File: src/rtl/morse_msg_sequencer_if.sv
// Letter-queue handshake and keyer status bundle between a producer and morse_msg_sequencer.
interface morse_msg_sequencer_if #(
  parameter int PTR_W = 2
);
  logic           push;
  logic [2:0]     letter;
  logic           abort;
  logic           out;
  logic           busy;
  logic           letter_done;
  logic           full;
  logic           empty;
  logic [PTR_W:0] count;

  modport master (
    output push, letter, abort,
    input  out, busy, letter_done, full, empty, count
  );

  modport slave (
    input  push, letter, abort,
    output out, busy, letter_done, full, empty, count
  );
endinterface

File: src/rtl/morse_msg_sequencer.sv
// Queues A..H letter codes and keys them out with Morse unit timing derived from clk.
//
// state | meaning
// IDLE  | nothing in flight; pops the queue head when one is waiting
// LOAD  | latch pattern/length of the popped letter, arm first symbol
// MARK  | keyer on for a dot (1 unit) or dash (3 units)
// SPACE | 1-unit intra-letter gap
// LGAP  | 3-unit inter-letter gap
module morse_msg_sequencer #(
  parameter int TICK_DIV = 25000000,
  parameter int PTR_W    = 2
) (
  input  logic                  clk,
  input  logic                  reset,
  morse_msg_sequencer_if.slave  bus
);

  localparam int DEPTH = 2 ** PTR_W;
  localparam int CNT_W = (TICK_DIV > 1) ? $clog2(TICK_DIV) : 1;
  localparam logic [CNT_W-1:0] TICK_LAST = CNT_W'(TICK_DIV - 1);
  localparam logic [PTR_W:0]   COUNT_FULL = (PTR_W + 1)'(DEPTH);

  typedef enum logic [2:0] {IDLE, LOAD, MARK, SPACE, LGAP} state_t;

  state_t           state, state_d;
  logic [2:0]       mem [DEPTH];
  logic [PTR_W-1:0] wr_ptr, rd_ptr;
  logic [PTR_W:0]   count;
  logic             full, empty, push_ok, pop;
  logic [CNT_W-1:0] tick_cnt;
  logic             tick;
  logic [2:0]       cur_letter;
  logic [3:0]       pat, pat_d, rom_pat;
  logic [2:0]       len, len_d, rom_len;
  logic [1:0]       idx, idx_d, units, units_d;
  logic             done_d, letter_done;

  assign full    = (count == COUNT_FULL);
  assign empty   = (count == '0);
  assign push_ok = bus.push && !full && !bus.abort;
  assign tick    = (tick_cnt == TICK_LAST);

  always_ff @(posedge clk or negedge reset) begin
    if (!reset) begin
      wr_ptr     <= '0;
      rd_ptr     <= '0;
      count      <= '0;
      cur_letter <= '0;
      for (int i = 0; i < DEPTH; i++) mem[i] <= '0;
    end else if (bus.abort) begin
      wr_ptr <= '0;
      rd_ptr <= '0;
      count  <= '0;
    end else begin
      if (push_ok) begin
        mem[wr_ptr] <= bus.letter;
        wr_ptr      <= wr_ptr + 1'b1;
      end
      if (pop) begin
        cur_letter <= mem[rd_ptr];
        rd_ptr     <= rd_ptr + 1'b1;
      end
      case ({push_ok, pop})
        2'b10:   count <= count + 1'b1;
        2'b01:   count <= count - 1'b1;
        default: ;
      endcase
    end
  end

  // pattern bit i = 1 means symbol i is a dash; symbols go out from bit 0 upward
  always_comb begin
    rom_pat = 4'b0000;
    rom_len = 3'd1;
    case (cur_letter)
      3'd0: begin rom_pat = 4'b0010; rom_len = 3'd2; end
      3'd1: begin rom_pat = 4'b0001; rom_len = 3'd4; end
      3'd2: begin rom_pat = 4'b0101; rom_len = 3'd4; end
      3'd3: begin rom_pat = 4'b0001; rom_len = 3'd3; end
      3'd4: begin rom_pat = 4'b0000; rom_len = 3'd1; end
      3'd5: begin rom_pat = 4'b0100; rom_len = 3'd4; end
      3'd6: begin rom_pat = 4'b0011; rom_len = 3'd3; end
      3'd7: begin rom_pat = 4'b0000; rom_len = 3'd4; end
      default: ;
    endcase
  end

  // held at zero outside timed states so each first mark gets a full unit
  always_ff @(posedge clk or negedge reset) begin
    if (!reset)
      tick_cnt <= '0;
    else if (bus.abort || state == IDLE || state == LOAD || tick)
      tick_cnt <= '0;
    else
      tick_cnt <= tick_cnt + 1'b1;
  end

  always_ff @(posedge clk or negedge reset) begin
    if (!reset) begin
      state       <= IDLE;
      units       <= '0;
      idx         <= '0;
      pat         <= '0;
      len         <= '0;
      letter_done <= 1'b0;
    end else begin
      state       <= state_d;
      units       <= units_d;
      idx         <= idx_d;
      pat         <= pat_d;
      len         <= len_d;
      letter_done <= done_d;
    end
  end

  always_comb begin
    state_d = state;
    units_d = units;
    idx_d   = idx;
    pat_d   = pat;
    len_d   = len;
    done_d  = 1'b0;
    pop     = 1'b0;
    if (bus.abort) begin
      state_d = IDLE;
    end else begin
      case (state)
        IDLE: begin
          if (!empty) begin
            pop     = 1'b1;
            state_d = LOAD;
          end
        end
        LOAD: begin
          pat_d   = rom_pat;
          len_d   = rom_len;
          idx_d   = '0;
          units_d = rom_pat[0] ? 2'd3 : 2'd1;
          state_d = MARK;
        end
        MARK: begin
          if (tick) begin
            if (units == 2'd1) begin
              if (({1'b0, idx} + 3'd1) < len) begin
                idx_d   = idx + 2'd1;
                units_d = 2'd1;
                state_d = SPACE;
              end else begin
                units_d = 2'd3;
                done_d  = 1'b1;
                state_d = LGAP;
              end
            end else begin
              units_d = units - 2'd1;
            end
          end
        end
        SPACE: begin
          if (tick) begin
            units_d = pat[idx] ? 2'd3 : 2'd1;
            state_d = MARK;
          end
        end
        LGAP: begin
          if (tick) begin
            if (units == 2'd1) state_d = IDLE;
            else               units_d = units - 2'd1;
          end
        end
        default: state_d = IDLE;
      endcase
    end
  end

  assign bus.out         = (state == MARK);
  assign bus.busy        = (state != IDLE);
  assign bus.letter_done = letter_done;
  assign bus.full        = full;
  assign bus.empty       = empty;
  assign bus.count       = count;

endmodule

File: src/flat_wrapper.sv
// flat-port wrapper written by rule: the top's interface ports become plain ports
module morse_msg_sequencer_flat 
#(
  parameter int TICK_DIV = 25000000,
  parameter int PTR_W    = 2
)
  (clk, reset, bus_push, bus_letter, bus_abort, bus_out, bus_busy, bus_letter_done, bus_full, bus_empty, bus_count);
  morse_msg_sequencer_if #(.PTR_W(PTR_W)) bus_i ();
  input  logic clk;
  input  logic reset;
  input wire logic [$bits(bus_i.push)-1:0] bus_push;
  input wire logic [$bits(bus_i.letter)-1:0] bus_letter;
  input wire logic [$bits(bus_i.abort)-1:0] bus_abort;
  output wire logic [$bits(bus_i.out)-1:0] bus_out;
  output wire logic [$bits(bus_i.busy)-1:0] bus_busy;
  output wire logic [$bits(bus_i.letter_done)-1:0] bus_letter_done;
  output wire logic [$bits(bus_i.full)-1:0] bus_full;
  output wire logic [$bits(bus_i.empty)-1:0] bus_empty;
  output wire logic [$bits(bus_i.count)-1:0] bus_count;
  assign bus_i.push = bus_push;
  assign bus_i.letter = bus_letter;
  assign bus_i.abort = bus_abort;
  assign bus_out = bus_i.out;
  assign bus_busy = bus_i.busy;
  assign bus_letter_done = bus_i.letter_done;
  assign bus_full = bus_i.full;
  assign bus_empty = bus_i.empty;
  assign bus_count = bus_i.count;
  morse_msg_sequencer #(.TICK_DIV(TICK_DIV), .PTR_W(PTR_W)) u_core (.clk(clk), .reset(reset), .bus(bus_i));
endmodule
File: config.mk
export PLATFORM = sky130hd
export DESIGN_NAME = morse_msg_sequencer_flat
export DESIGN_NICKNAME = d
export VERILOG_FILES = /design/src/rtl/morse_msg_sequencer_if.sv /design/src/rtl/morse_msg_sequencer.sv /design/src/flat_wrapper.sv
export SDC_FILE = /design/constraint.sdc
export NUM_CORES = 1
export LEC_CHECK = 0
export CAP_MARGIN = 20
export CORE_MARGIN = 2
export CORE_UTILIZATION = 65
export CTS_CLUSTER_DIAMETER = 100
export CTS_CLUSTER_SIZE = 16
export DETAILED_ROUTE_END_ITERATION = 6
export GPL_TIMING_DRIVEN = 0
export PLACE_DENSITY = 0.93
export SLEW_MARGIN = 20
export SYNTH_ARGS = -nofsm -noshare
export SYNTH_HDL_FRONTEND = slang
export SYNTH_SLANG_ARGS = --single-unit
File: constraint.sdc
create_clock -name clk -period 6.15 [get_ports clk]
set_input_delay 0.615 -clock clk [delete_from_list [all_inputs] [get_ports clk]]
set_output_delay 0.615 -clock clk [all_outputs]
set_load 0.02 [all_outputs]
==> impl_summary.txt, run 1 <==
----------------------------------------------------
[CTS]
  Worst-path clk slew ... 0.07 ns
  Number of gates resized after cts ... 0
  Clock tree from TritonCTS ... yes
  Max Buffers Root-to-Sink ... 2
  Clk root buf ... sky130_fd_sc_hd__clkbuf_8
  H-Tree Level Count ... 3
  Post-CTS Repair Setup Buffers ... 0
  Clock Sinks ... 61
  Total of hold buffers inserted after clock tree synthesis ... 0
  Clock latency on the worst-skew pair ... about 0.35 ns
  Num CTS Buffers ... 9

[Setup path]
  Crit path buffers/inverters ... 2
  List of cells traversed by the critical path ... clkbuf_1, nor3b_1, clkdlybuf4s50_1
  FF-to-FF End ... u_core.bus.count[2]$_DFFE_PN0P_
  Largest stage delay on the critical path ... approximately 0.73 ns
  Crit Path Class ... flip-flop to output port
  Cell type group with the largest total delay on the critical path ... buffers and inverters
  Number of stages on the worst setup path ... 3
  Worst setup path end ... bus_out
  Arr. time, crit path ... between 2 and 2.5 ns
  Crit path required time ... 5.53 ns
  Worst Setup Start Kind ... flip-flop
  Worst Reg2Reg Path Length in Cells ... 8
  Flop2flop setup slack ... 3.51 ns
  Highest fanout seen on the critical path ... 10
  Critical Path Start ... u_core.state[0]$_DFFE_PN0P_
  Cell at the slowest stage of the critical path ... sky130_fd_sc_hd__clkdlybuf4s50_1
  RR Startpoint ... u_core.bus.count[0]$_DFFE_PN0P_
  Type of element capturing the critical path ... output port

[Synthesis]
  Share of synthesized registers carrying an async set or reset ... 1.00
  Cell taking the most area after synthesis ... sky130_fd_sc_hd__dfrtp_1
  Synthesized area divided by synthesized cell count ... between 10 and 15 sq um
  Net Count, Synth ... 341
  Area share of the leading cell type in the synthesized netlist ... 0.470
  Post-synthesis sequential area ratio ... 0.470
  Ys flop type ... sky130_fd_sc_hd__dfrtp_1
  Leading cell types by total area after synthesis ... sky130_fd_sc_hd__dfrtp_1 47%, sky130_fd_sc_hd__ha_1 5.4%, sky130_fd_sc_hd__xor2_1 5.4%, sky130_fd_sc_hd__nor2_1 5.0%, sky130_fd_sc_hd__mux2_2 4.8%
  Gate count after technology mapping ... between 300 and 400
  Post-synth EDFFs ... 0
  Cell Area, Synth ... between 0.003 and 0.004 sq mm
  Synth cell count leaders ... 61 x sky130_fd_sc_hd__dfrtp_1, 43 x sky130_fd_sc_hd__nor2_1, 25 x sky130_fd_sc_hd__nand2_1
  Most repeated cell in the gate-level netlist after synthesis ... sky130_fd_sc_hd__dfrtp_1
  Library cells used by synthesis ... between 40 and 50
  Total number of yosys warnings ... 0
  Post-synthesis sequential element count ... 61

[Power and ir drop]
  Peak supply drop ... about 0.27 mV
  Power Dens Cells ... about 410 mW/mm^2
  Leak ... 1.61 nW

[Detailed routing]
  Post-route DRC violation count ... 0
  Number of search-and-repair iterations in the first detailed-routing pass ... 5
  Per-cell routed wire length ... roughly 16 um
  Routed WL ... about 6700 um
  Detail Route Antenna Nets ... 0
  Vias ... 2476
  DRC violation total after the first TritonRoute iteration ... between 200 and 250
  Via density ... between 5 and 6

[Timing]
  Post-layout min period ... slightly below 3 ns
  Worst slew slack as a fraction of its limit ... 0.493
  Transition time at the pin with the least slew margin ... approximately 0.75 ns
  Worst clock skew ... 0.00784 ns
  Final setup TNS ... 0 ns
  Max-slew violation count ... 0
  Unrepaired setup endpoints after global routing ... false
  Timing-limited maximum frequency ... 342 MHz
  Final Setup Violations ... 0
  Hold violation total from the final report ... 0
  Fin crit share ... 0.475

[Min path]
  Path class of the lowest-slack min-delay path ... primary input to async pin

[Outcome]
  Status ... complete, no violations

[Placement]
  Port Buffer Count ... 13
  RePlAce Congestion ... approximately 0.88
  Cell total after placement ... 400
  DPL Wire Length ... ~4600 um

[Die]
  Number of top-level pins ... 15
  Placement row count ... 25
  Total Die Area ... roughly 0.0056 sq mm
  Floorplan die height ... ~75 um
  Starting density of the core ... 0.679
  Area of the core ... approximately 0.0048 sq mm
  Die width ... 74.7 um

[Finish]
  Syn-to-layout area delta ... 13.2%
  Layout net count ... 366
  Diode insertion count for antenna repair ... 0
  Proportion of layout cells with a drive suffix above 1 ... 0.117
  Non-filler instance count after layout ... roughly 420

[GRT]
  First-pass GRT wire length ... between 10000 and 15000 um
  Number of antenna violations at the first check in global routing ... 0
  Number of global-route vias before repair ... about 2400
  Maximum number of pins on one net before global-route repair ... 33
  Overall Global Routing Usage ... 0.270
  GRT Residual Overflow ... 0

[Flow run]
  Max-capacitance violation count ... 0

----------------------------------------------------
layout by cell type, fill, tap and decap left out, types with 10 or more instances in the layout:
cell	count
sky130_fd_sc_hd__clkbuf_1	13
sky130_fd_sc_hd__clkbuf_8	10
sky130_fd_sc_hd__clkdlybuf4s50_1	12
sky130_fd_sc_hd__dfrtp_1	61
sky130_fd_sc_hd__ha_1	14
sky130_fd_sc_hd__inv_1	14
sky130_fd_sc_hd__mux2_2	14
sky130_fd_sc_hd__nand2_1	25
sky130_fd_sc_hd__nand3_1	13
sky130_fd_sc_hd__nand4_1	10
sky130_fd_sc_hd__nor2_1	43
sky130_fd_sc_hd__xor2_1	20
power by group:
| part | internal, mW | total [mW] | switching [mW] |
|---|---|---|---|
| Sequential | 0.496 | 0.569 | 0.0735 |
| Clock | 0.195 | 0.349 | 0.154 |
| Combinational | 0.273 | 0.598 | 0.325 |
worst register-to-register path, stage by stage, from the launching register on:
cell	delay (ns)
sky130_fd_sc_hd__dfrtp_1	0.47
sky130_fd_sc_hd__nor3_1	0.61
sky130_fd_sc_hd__nor3_1	0.23
sky130_fd_sc_hd__and2_1	0.22
sky130_fd_sc_hd__fa_1	0.39
sky130_fd_sc_hd__a2111o_1	0.35
sky130_fd_sc_hd__nand2_1	0.08
sky130_fd_sc_hd__xnor2_1	0.11
sky130_fd_sc_hd__nor2_1	0.06
per-layer routing:
| metal | track usage | part of all wire | vias up |
|---|---|---|---|
| li1 | - | - | 1152 |
| met1 | 0.352 | 0.42 | 1207 |
| met2 | 0.430 | 0.51 | 96 |
| met3 | 0.0576 | 0.050 | 21 |
| met4 | 0.139 | 0.027 | 0 |
| met5 | 0 | 0 | - |
cells by family after synthesis:
group / count (synthesis) / share of synthesized area
compound gates: 32 / 0.0631
xor+xnor: 29 / 0.0781
fa+ha+maj: 15 / 0.0600
buf+inv: 28 / 0.0331
flops: 61 / 0.470
mux: 26 / 0.0970
simple gates: 128 / 0.199
cell type report:
type,count,area [sq um]
timing repair buffer,14,148
tap,67,83.8
buffer,14,55.1
fill,300,1110
multi-input combinational,230,1620
sequential,61,1530
clock buffer,11,141
clock inverter,5,50.0
inverter,14,52.6
per-stage QoR:
step / power, mW / cell area, sq um / util / setup WS (ns) / hold slack, ns
after floorplan: 0.983 / 3250 / - / 3.37 / 0.319
after global placement: 1.11 / 3460 / 0.724 / 2.61 / 0.464
after detailed placement: 1.16 / 3480 / 0.728 / 3.48 / 0.476
after CTS: 1.51 / 3670 / 0.768 / 3.23 / 0.208
after global routing: 1.60 / 3680 / 0.769 / 3.10 / 0.219
final: 1.52 / 3680 / 0.769 / 3.23 / 0.191
flip-flops by register name, summed over array words and instances (netlist names):
name	flops
u_core.pat	3
u_core.tick_cnt	25
u_core.mem	12
u_core.bus.letter_done	1
u_core.cur_letter	3
u_core.bus.count	3
u_core.idx	2
u_core.rd_ptr	2
u_core.len	3
u_core.units	2
u_core.wr_ptr	2
u_core.state	3
worst min path at each step:
stage,cells after the start,end,from,slack [ns]
3_3_place_gp,2,u_core.pat[0]$_DFFE_PN0P_,u_core.pat[0]$_DFFE_PN0P_,0.46
3_5_place_dp,2,u_core.pat[0]$_DFFE_PN0P_,u_core.pat[0]$_DFFE_PN0P_,0.48
6_report,1,u_core.tick_cnt[12]$_DFF_PN0_,reset,0.19
5_1_grt,1,u_core.tick_cnt[22]$_DFF_PN0_,reset,0.22
4_1_cts,1,u_core.tick_cnt[22]$_DFF_PN0_,reset,0.21
2_1_floorplan,0,u_core.bus.count[0]$_DFFE_PN0P_,reset,0.32
Note: power is estimated with default switching activity, not from simulation.
==> inputs of run 2 (changes only) <==
--- a/config.mk
+++ b/config.mk
@@ -7,12 +7,12 @@
 export LEC_CHECK = 0
 export CAP_MARGIN = 20
 export CORE_MARGIN = 2
-export CORE_UTILIZATION = 65
+export CORE_UTILIZATION = 54
 export CTS_CLUSTER_DIAMETER = 100
 export CTS_CLUSTER_SIZE = 16
 export DETAILED_ROUTE_END_ITERATION = 6
 export GPL_TIMING_DRIVEN = 0
-export PLACE_DENSITY = 0.93
+export PLACE_DENSITY = 0.83
 export SLEW_MARGIN = 20
 export SYNTH_ARGS = -nofsm -noshare
 export SYNTH_HDL_FRONTEND = slang
==> constraint.sdc (replaced) <==
create_clock -name clk -period 2.38 [get_ports clk]
set_input_delay 0.238 -clock clk [delete_from_list [all_inputs] [get_ports clk]]
set_output_delay 0.238 -clock clk [all_outputs]
set_load 0.02 [all_outputs]
==> run 2 against run 1 <==
Combinational power rose to 2.7 times the previous value. Clock-buffer cell count grew 1. Critical path type is now flip-flop to flip-flop. First-iteration DRC count shrank 20%. Design area increased by 3.1%. Core utilization fell by 12 points. Sequential cell count unchanged. Clock power grew to 3.0 times the previous value. Wire length is 7.0% lower. Hold slack better by 0.14 ns. Setup slack got worse by 3.2 ns.
==> impl_summary.txt, run 2 (synthesis results as in run 1) <==
----------------------------------------------------
[Finish]
  Layout net count ... 368
  Register containing the most flip-flops in the final layout ... u_core.tick_cnt
  Non-filler instance count after layout ... roughly 430
  Largest register FFs ... 25
  Sequential cell area ... 0.00153 sq mm
  Proportion of layout cells with a drive suffix above 1 ... 0.142
  Leading cell type in the layout, fill and taps excluded ... sky130_fd_sc_hd__dfrtp_1
  Multi-input gate area in the final layout ... roughly 0.0017 sq mm
  Largest registers in the final layout ... u_core.tick_cnt x25, u_core.mem x12
  Layout filler cell count ... ~460
  Syn-to-layout area delta ... 16.7%
  Diode insertion count for antenna repair ... 0
  Most used cells in the layout excluding fill and tap cells ... 59 x sky130_fd_sc_hd__dfrtp_1, 43 x sky130_fd_sc_hd__nor2_1, 25 x sky130_fd_sc_hd__nand2_1, 20 x sky130_fd_sc_hd__xor2_1
  Finished Core Util ... 0.645

[CTS]
  H-Tree Level Count ... 3
  Clock latency on the worst-skew pair ... about 0.34 ns
  Num CTS Buffers ... 9
  Worst-path clk slew ... around 0.07 ns
  Clock Sinks ... 61
  Clk root buf ... sky130_fd_sc_hd__clkbuf_8
  Max Buffers Root-to-Sink ... 2
  Clock tree from TritonCTS ... yes

[Setup path]
  Cell type group with the largest total delay on the critical path ... compound AO/OA/AOI/OAI gates
  Arr. time, crit path ... about 2.6 ns
  Critical Path Start ... u_core.idx[0]$_DFFE_PN0P_
  Cell at the slowest stage of the critical path ... sky130_fd_sc_hd__or4b_1
  FF-to-FF End ... u_core.state[0]$_DFFE_PN0P_
  Crit path buffers/inverters ... 0
  Crit Path Class ... flip-flop to flip-flop
  RR Startpoint ... u_core.idx[0]$_DFFE_PN0P_
  Worst setup path end ... u_core.state[0]$_DFFE_PN0P_
  Worst Setup Start Kind ... flip-flop
  Largest stage delay on the critical path ... 0.50 ns
  List of cells traversed by the critical path ... ha_1, ha_1, a21o_1, a311o_1, or4b_1, a211oi_2
  Worst Reg2Reg Path Length in Cells ... 6
  Crit path required time ... between 2 and 3 ns
  Flop2flop setup slack ... 0.07 ns
  Highest fanout seen on the critical path ... 5
  Number of stages on the worst setup path ... 6
  Type of element capturing the critical path ... flip-flop
  Most common cell on crit path ... sky130_fd_sc_hd__ha_1

[GRT]
  Grt met3 use ... 0.0429
  Number of antenna violations at the first check in global routing ... 0
  Number of global-route vias before repair ... 2296
  Maximum number of pins on one net before global-route repair ... a little over 40
  Met2 usage ... 0.316
  First-pass GRT wire length ... about 11000 um
  Overall Global Routing Usage ... 0.212
  Layer carrying the most global-route usage ... met2
  Met1 Resource Use GR ... 0.297
  GRT Residual Overflow ... 0

[Power and ir drop]
  Share of total power in combinational logic ... 0.389
  Switching share of total power ... 0.348
  Power Dens Cells ... roughly 1100 mW/mm^2
  Relative contribution of the clock network to total power ... 0.252
  Net switching power figure ... 1.43 mW
  Leak ... around 1.7 nW
  Peak supply drop ... around 0.97 mV
  Flop pwr share ... 0.359
  Internal power ... between 2 and 3 mW

[Die]
  Number of top-level pins ... 15
  Area of the core ... a little under 0.006 sq mm
  Floorplan die height ... roughly 80 um
  Die width ... ~80 um
  Placement row count ... 28
  Starting density of the core ... 0.552
  Total Die Area ... about 0.0067 sq mm

[Placement]
  Cell total after placement ... slightly above 400
  RePlAce Congestion ... approximately 0.81
  DPL Wire Length ... 4300 um
  Port Buffer Count ... 13

[Timing]
  Post-layout min period ... 2.31 ns
  Final Setup Violations ... 0
  Max-slew violation count ... 0
  Hold violation total from the final report ... 0
  Transition time at the pin with the least slew margin ... roughly 0.8 ns
  Timing-limited maximum frequency ... roughly 430 MHz
  Fin crit share ... 0.969
  Worst slew slack as a fraction of its limit ... 0.464
  Worst clock skew ... between 0.006 and 0.007 ns

[Detailed routing]
  Detail Route Antenna Nets ... 0
  Via density ... about 5.7
  Post-route DRC violation count ... 0
  Vias ... about 2400
  Per-cell routed wire length ... roughly 15 um
  Number of search-and-repair iterations in the first detailed-routing pass ... 4
  DRC violation total after the first TritonRoute iteration ... 175
  Routed WL ... ~6200 um

[Flow run]
  Max-capacitance violation count ... 0

[Outcome]
  Status ... complete, no violations

[Min path]
  Path class of the lowest-slack min-delay path ... primary input to async pin

----------------------------------------------------
[run 2: cell types whose count changed in the layout (fill, tap and decap cells not counted), sizes merged]
cell | previous run | this run
dlymetal6s2s | 0 | 1
buf | 4 | 6
dlygate4sd3 | 0 | 1
clkinv | 4 | 2
bufinv | 1 | 2
clkdlybuf4s50 | 12 | 11
[run 2: timing repair]
action                                  CTS  global route
hold buffers                              1             0
buffers inserted                          0             2
pin swaps                                 0             1
hold endpoints to repair                 21             0
resized for setup                         2             7
endpoints found under the setup margin    3            26
[run 2: per-stage QoR]
step	instance area [sq um]	worst slack (ns)	total power [mW]	TNS (ns)	hold WS [ns]
after floorplan	3260	0.0769	2.56	0	-0.0576
after global routing	3790	-0.0235	4.39	-0.0434	0.367
after global placement	3490	-0.822	2.91	-49.98	0.467
after CTS	3750	0.0287	4.05	0	0.326
after detailed placement	3510	-0.177	2.98	-0.320	0.149
final	3790	0.0729	4.11	0	0.331
[run 2: how the worst min path moves through the flow]
stage,start,slack (ns),endpoint,cells after the start
2_1_floorplan,reset,-0.06,u_core.bus.count[0]$_DFFE_PN0P_,0
3_3_place_gp,u_core.pat[0]$_DFFE_PN0P_,0.47,u_core.pat[0]$_DFFE_PN0P_,2
3_5_place_dp,reset,0.15,u_core.tick_cnt[19]$_DFF_PN0_,1
4_1_cts,reset,0.33,u_core.tick_cnt[24]$_DFF_PN0_,2
5_1_grt,reset,0.37,u_core.tick_cnt[12]$_DFF_PN0_,2
6_report,reset,0.33,u_core.tick_cnt[15]$_DFF_PN0_,2
[run 2: cell type report]
class | count | area share
Multi-Input combinational cell | 230 | 0.439
Sequential cell | 61 | 0.403
Timing Repair Buffer | 17 | 0.0462
Clock buffer | 12 | 0.0409
Tap cell | 75 | 0.0247
Clock inverter | 4 | 0.0185
Inverter | 14 | 0.0139
Buffer | 13 | 0.0135
[run 2: metal layers]
metal	part of all wire	vias to the layer above
met5	0	-
met4	0.024	0
met3	0.028	14
met2	0.47	33
met1	0.48	1196
li1	-	1164
[run 2: power by group through the flow]
stage                     registers (mW)  logic, mW  clock network (mW)
after floorplan                     1.46       1.10                   0
after global placement              1.47       1.44                   0
after detailed placement            1.48       1.50                   0
after CTS                           1.47       1.53                1.05
after global routing                1.51       1.78                1.10
final                               1.47       1.60                1.04
